<file path="config.mk">
export PLATFORM = sky130hd
export DESIGN_NAME = mem_port_arbiter
export DESIGN_NICKNAME = d
export VERILOG_FILES = /design/src/rtl/mem_port_arbiter.sv
export SDC_FILE = /design/constraint.sdc
export NUM_CORES = 1
export LEC_CHECK = 0
export ABC_AREA = 1
export ABC_CLOCK_PERIOD_IN_PS = 1300
export CAP_MARGIN = 30
export CORE_AREA = 2 2 118 120
export CTS_BUF_LIST = sky130_fd_sc_hd__clkbuf_8
export CTS_CLUSTER_DIAMETER = 60
export DETAILED_ROUTE_END_ITERATION = 8
export DIE_AREA = 0 0 120 122
export PLACE_DENSITY = 0.89
export SLEW_MARGIN = 10
export SYNTH_ARGS = -nofsm -noshare
export SYNTH_HDL_FRONTEND = slang
export SYNTH_SLANG_ARGS = --single-unit
</file>
<file path="constraint.sdc">
create_clock -name clk_i -period 1.3 [get_ports clk_i]
set_input_delay 0.26 -clock clk_i [delete_from_list [all_inputs] [get_ports clk_i]]
set_output_delay 0.26 -clock clk_i [all_outputs]
set_load 0.1 [all_outputs]
</file>
<file path="src/rtl/mem_port_arbiter.sv">
// Sequences one single-port memory between fetch (port 0) and load/store (port 1) with a
// fixed-latency access. Define MEM_ARB_ROUND_ROBIN_EN for round-robin tie-breaking.
module mem_port_arbiter #(
    parameter int unsigned ADDR_W = 32,
    parameter int unsigned DATA_W = 32,
    parameter int unsigned LAT    = 4
) (
    input  logic              clk_i,
    input  logic              rst_i,
    input  logic              p0_req_i,
    input  logic              p0_we_i,
    input  logic [ADDR_W-1:0] p0_addr_i,
    input  logic [DATA_W-1:0] p0_wdata_i,
    output logic              p0_ack_o,
    input  logic              p1_req_i,
    input  logic              p1_we_i,
    input  logic [ADDR_W-1:0] p1_addr_i,
    input  logic [DATA_W-1:0] p1_wdata_i,
    output logic              p1_ack_o,
    output logic [DATA_W-1:0] rdata_o,
    output logic              mem_en_o,
    output logic              mem_we_o,
    output logic [ADDR_W-1:0] mem_addr_o,
    output logic [DATA_W-1:0] mem_wdata_o,
    input  logic [DATA_W-1:0] mem_rdata_i,
    output logic              busy_o,
    output logic              grant_o
);

    localparam int unsigned      CNT_W    = 4;
    localparam logic [CNT_W-1:0] CNT_LOAD = CNT_W'(LAT - 1);

    typedef enum logic [1:0] {
        StIdle,
        StAccess,
        StDone
    } state_e;

    state_e            r_state;
    logic [CNT_W-1:0]  r_cnt;
    logic              w_any_req;
    logic              w_win;
    logic              w_win_we;
    logic [ADDR_W-1:0] w_win_addr;
    logic [DATA_W-1:0] w_win_wdata;

`ifdef MEM_ARB_ROUND_ROBIN_EN
    logic              r_last;
`endif

    always_comb begin
        w_any_req = p0_req_i | p1_req_i;
`ifdef MEM_ARB_ROUND_ROBIN_EN
        // On a tie the port that did not win last time goes first.
        if (p0_req_i && p1_req_i) begin
            w_win = ~r_last;
        end else begin
            w_win = p1_req_i;
        end
`else
        w_win = p1_req_i;
`endif
        w_win_we    = w_win ? p1_we_i    : p0_we_i;
        w_win_addr  = w_win ? p1_addr_i  : p0_addr_i;
        w_win_wdata = w_win ? p1_wdata_i : p0_wdata_i;
    end

    always_ff @(posedge clk_i or negedge rst_i) begin
        if (!rst_i) begin
            r_state     <= StIdle;
            r_cnt       <= '0;
            p0_ack_o    <= 1'b0;
            p1_ack_o    <= 1'b0;
            rdata_o     <= '0;
            mem_en_o    <= 1'b0;
            mem_we_o    <= 1'b0;
            mem_addr_o  <= '0;
            mem_wdata_o <= '0;
            busy_o      <= 1'b0;
            grant_o     <= 1'b0;
`ifdef MEM_ARB_ROUND_ROBIN_EN
            r_last      <= 1'b1;
`endif
        end else begin
            p0_ack_o <= 1'b0;
            p1_ack_o <= 1'b0;
            unique case (r_state)
                StIdle: begin
                    if (w_any_req) begin
                        grant_o     <= w_win;
                        mem_en_o    <= 1'b1;
                        mem_we_o    <= w_win_we;
                        mem_addr_o  <= w_win_addr;
                        mem_wdata_o <= w_win_wdata;
                        r_cnt       <= CNT_LOAD;
                        busy_o      <= 1'b1;
                        r_state     <= StAccess;
`ifdef MEM_ARB_ROUND_ROBIN_EN
                        r_last      <= w_win;
`endif
                    end
                end
                StAccess: begin
                    if (r_cnt == '0) begin
                        // Memory data is valid in this last access cycle.
                        if (!mem_we_o) begin
                            rdata_o <= mem_rdata_i;
                        end
                        mem_en_o <= 1'b0;
                        mem_we_o <= 1'b0;
                        p0_ack_o <= ~grant_o;
                        p1_ack_o <= grant_o;
                        r_state  <= StDone;
                    end else begin
                        r_cnt <= r_cnt - 1'b1;
                    end
                end
                StDone: begin
                    busy_o  <= 1'b0;
                    r_state <= StIdle;
                end
                default: r_state <= StIdle;
            endcase
        end
    end

endmodule

</file>
-- Word level (Yosys, flattened, before mapping)
Index checks and enable logic that the tools add are counted.
- add/sub/neg operators: 1
- equal/unequal tests: 5
- multiplexer cells: 19
- bitwise operators: 3
- reduce and logical (&&, ||, !) cells: 10
- operator list (kind ; number):
    $mux 32 ; 2
    $reduce_and 3->1 ; 3
    $mux 1 ; 8
    $mux 4 ; 2
    $pmux 4 s2 ; 1
    $ne 2x2->1 const B ; 3
    $pmux 1 s2 ; 3
    $reduce_and 2->1 ; 3
    $logic_not 4->1 ; 1
    $mux 2 ; 2
    $pmux 2 s2 ; 1
    $reduce_bool 2->1 ; 2
    $sub 4x1->4 const B ; 1
    $eq 2x1->1 const B ; 1
    $eq 2x2->1 const B ; 1
    $logic_not 2->1 ; 1
    $not 1->1 ; 2
    $or 1x1->1 ; 1
- bits in registers: 108
- output and inout port bits: 102

-- Longest topological paths before layout
- word-level depth: 3
- depth in mapped cells: 8
- gate-level depth less buffers: 7

-- Worst setup path before layout
No wires, ideal clock.
- path kind: reg-to-reg
- start point: reg mem_we_o
- end point: reg rdata_o[0]
- library setup time: 67 ps
- data arrival time: 1639 ps
- data required time: 1233 ps
- slack: -406 ps
- cell stages (with the launch flop): 6
- path buffers: 1
- cell sequence: dfrtp_1 inv_1 nand2_1 buf_2 nand2_1 nand2_1
- word-level cells in the longest chain between the ends: 2
- ends and longest elaborated chain (element ; line ; source):
    from (decl) ; 22 ; output logic mem_we_o,
    from (signal assigned) ; 92 ; mem_we_o <= w_win_we;
    $not 1->1 (no source line) ; n/a ;
    $reduce_and 3->1 (no source line) ; n/a ;
    to (signal assigned) ; 107 ; rdata_o <= mem_rdata_i;
    to (decl) ; 20 ; output logic [DATA_W-1:0] rdata_o,
Every way passes these cells.
A chain may end at the register's enable or synchronous reset.

-- Final worst setup path
- start point: reg r_cnt[0]
- end point: reg rdata_o[16]
- word-level cells in the longest chain between the ends: 2
- ends and longest elaborated chain (element ; line ; source):
    from (decl) ; 40 ; logic [CNT_W-1:0] r_cnt;
    from (signal assigned) ; 115 ; r_cnt <= r_cnt - 1'b1;
    $logic_not 4->1 ; 104 ; if (r_cnt == '0) begin
    $reduce_and 3->1 (no source line) ; n/a ;
Every way passes these cells.

==> key figures <==
Yosys
  – Sequential share of the synthesized area: 57.1%
  – Synthesized area: between 4000 and 5000 sq um
  – Instance count of the mapped netlist: between 500 and 600
  – Synth Area in Compound Gates: 11.1%
  – Yosys reg bits: 108
  – XOR/XNOR share of the synthesized area: less than 1%
  – Yosys cell types: 18
  – Syn Area/Cell: 8.66 sq um
  – Post-Synthesis Net Count: 714
  – Post-Synth Simple-Gate Area: about a quarter
  – YS warnings: 0
  – Mux contribution to synthesized area: 0.212%
  – Largest family of logic cells by synthesized area: simple AND/OR/NAND/NOR gates
  – Post-Synth Adder-Cell Area: less than 1%

Floorplan
  – I/O pins: around 270
  – Initial Utilization: between 30% and 40%
  – Die X: 120 microns
  – Die area: 14600 sq um
  – Core area: 13500 sq um
  – Chip height: 122 microns
  – Row count: 43

STA
  – Finish-stage setup viols: 87
  – Slew Limit Fails: 0
  – RSZ-0062 raised after global routing: yes
  – Slew margin rel.: 78.6%
  – Fin crit period: 1380 ps
  – Worst Skew: around 8 ps
  – Fmax: 722 MHz
  – Measured slew at the worst slew-check pin: 320 ps
  – Tcrit/Tclk final: 106%
  – Hold Fails Final Rpt: 0
  – Final WS setup: -84.3 ps

Critical path
  – Worst r2r src: r_cnt[0]
  – CP max FO: 8
  – CP endpoint kind: flip-flop
  – Worst reg-to-reg setup slack: -80 ps
  – R2R Path End: rdata_o[16]
  – Crit start category: flip-flop
  – CP arrival: 1710 ps
  – Reg2reg path depth: 8
  – CP required: 1630 ps
  – Critical path class: flip-flop to flip-flop

Global route
  – Initial antenna violation count: 0
  – First-pass GRT wire length: 27900 microns
  – Total track usage: between 20% and 30%
  – Overflow left after global routing: 0
  – Vias in the first global route: 5416
  – Pin count of the biggest net entering global routing: 42

Finish
  – Most common cell after layout, fill and taps aside: clkdlybuf4s50_1
  – # diodes: 0
  – Area growth syn-to-layout: 118%
  – Post-route insts no fill: 1040
  – Layout cells sized above 1: 36.9%
  – Most frequent cells in the layout: 163 x clkdlybuf4s50_1, 136 x nor2_1, 114 x buf_12
  – Fill cells: approximately 750
  – Final net count: 1023

CTS
  – Clk slew on worst S/H paths: 100 ps
  – CTS Buf Count: 9
  – H-tree depth: 3
  – Clock Sinks: 108
  – CTS tree: done
  – Clk_lat worst skew: about 390 ps
  – Maximum clock path buffer count: 2
  – Root Buffer: clkbuf_8

Run status
  – Failing checks: negative setup slack
  – Status: complete, but fails checks

Detailed routing
  – DR vias: around 5400
  – Routed length per instance: 20.3 microns
  – WL final: between 20000 and 25000 microns
  – Antenna Nets Post-Route: 0
  – Remaining routing DRC violations: 0
  – Vias per cell: 5.23
  – First DRT Iteration DRCs: 357
  – TritonRoute pass-1 iters: 4

Placement
  – Port Buffer Count: between 200 and 300
  – GPL Wtd Cong: about 0.80
  – Final HPWL DP: 12700 microns
  – Placed Cells incl. Taps: 995

Min path
  – HP Class: input pin to async pin

Run
  – Max_cap viols: 0
-- through the flow --
step / TNS [ps] / hold slack [ps] / cell area, sq um / worst slack (ps) / utilization [%]
after floorplan: 0 / -35.6 / 4780 / 15.9 / -
after global placement: -11400 / 176 / 8930 / -226 / 66.1
after detailed placement: -17100 / 178 / 8930 / -283 / 66.1
after CTS: -920 / 304 / 9730 / -74.4 / 72.0
after global routing: -9620 / 327 / 10300 / -151 / 76.3
final: -2960 / 320 / 10300 / -84.3 / 76.3
-- cell usage after synthesis --
| master | count | area [sq um] |
|---|---|---|
| ha_1 | 2 | 25.0 |
| nand3_1 | 34 | 170 |
| nand4_1 | 1 | 6.26 |
| inv_1 | 8 | 30.0 |
| nand2_1 | 144 | 541 |
| o21ai_4 | 1 | 16.3 |
| mux2i_1 | 1 | 10.0 |
| inv_2 | 1 | 3.75 |
| nor2_1 | 137 | 514 |
| buf_4 | 1 | 7.51 |
| o31ai_1 | 64 | 480 |
| buf_2 | 25 | 125 |
| nor2_4 | 1 | 11.3 |
| xnor2_1 | 1 | 8.76 |
| o21ai_0 | 6 | 30.0 |
| dfrtp_1 | 108 | 2700 |
| clkbuf_1 | 10 | 37.5 |
| buf_6 | 1 | 11.3 |
-- how the worst max path moves through the flow --
stage / to / start / depth (start not counted)
after floorplan: rdata_o[0] / r_cnt[0] / 8
after global placement: r_cnt[0] / p0_req_i / 6
after detailed placement: r_cnt[0] / p0_req_i / 6
after CTS: mem_we_o / mem_we_o / 1
after global routing: rdata_o[16] / r_cnt[2] / 7
final: rdata_o[16] / r_cnt[0] / 8
-- per-layer routing --
layer / part of all wire (%) / global-route usage (%) / wire length (microns)
met3: 8.4 / 8.19 / 1780
met4: 4.0 / 11.6 / 845
met5: 0 / 0 / 0
met1: 34 / 26.2 / 7110
met2: 54 / 44.3 / 11400
-- registers in the layout, summed over array words and instances, names as in the netlist, 2 cells and up --
| name | flops |
|---|---|
| rdata_o | 32 |
| r_state | 2 |
| r_cnt | 4 |
| mem_wdata_o | 32 |
| mem_addr_o | 32 |
-- timing repair --
action	in CTS	in global routing
resized for setup	84	85
endpoints found under the setup margin	99	118
pin swaps	2	26
gates cloned	2	6
hold buffers	1	0
setup buffers	9	11
endpoints found under the hold margin	18	0
-- kinds of logic (layout without fill, tap and decap cells) --
kind of cell / Yosys count / count (layout)
and+or+nand+nor: 317 / 320
buffers and inverters: 46 / 357
adders and majority gates: 2 / 2
xor gates and xnor gates: 1 / 1
AOI/OAI and AO/OA: 71 / 71
DFF: 108 / 108
muxes: 1 / 1
-- critical path, cell delays in order (launching register included) --
cell and delay, ps:
dfrtp_1 410, inv_2 80, ha_4 140, nand2_4 50, nor2_4 150, buf_12 180
clkbuf_16 180, nand3_2 60, nand2_1 70
-- final cells by class --
cell class | count | area (sq um) | area share, %
well taps | 180 | 225 | 2.19
inverters | 9 | 37.5 | 0.364
clock inverters | 5 | 98.8 | 0.959
clock buffers | 11 | 151 | 1.47
flip-flops and latches | 108 | 2710 | 26.3
multi-input cells | 395 | 2580 | 25.0
repair buffers | 332 | 4510 | 43.7
Power of run 1 is left out: the tool's default activity adds up to more than one toggle a clock period on the data nets, which glitch-free logic cannot reach.
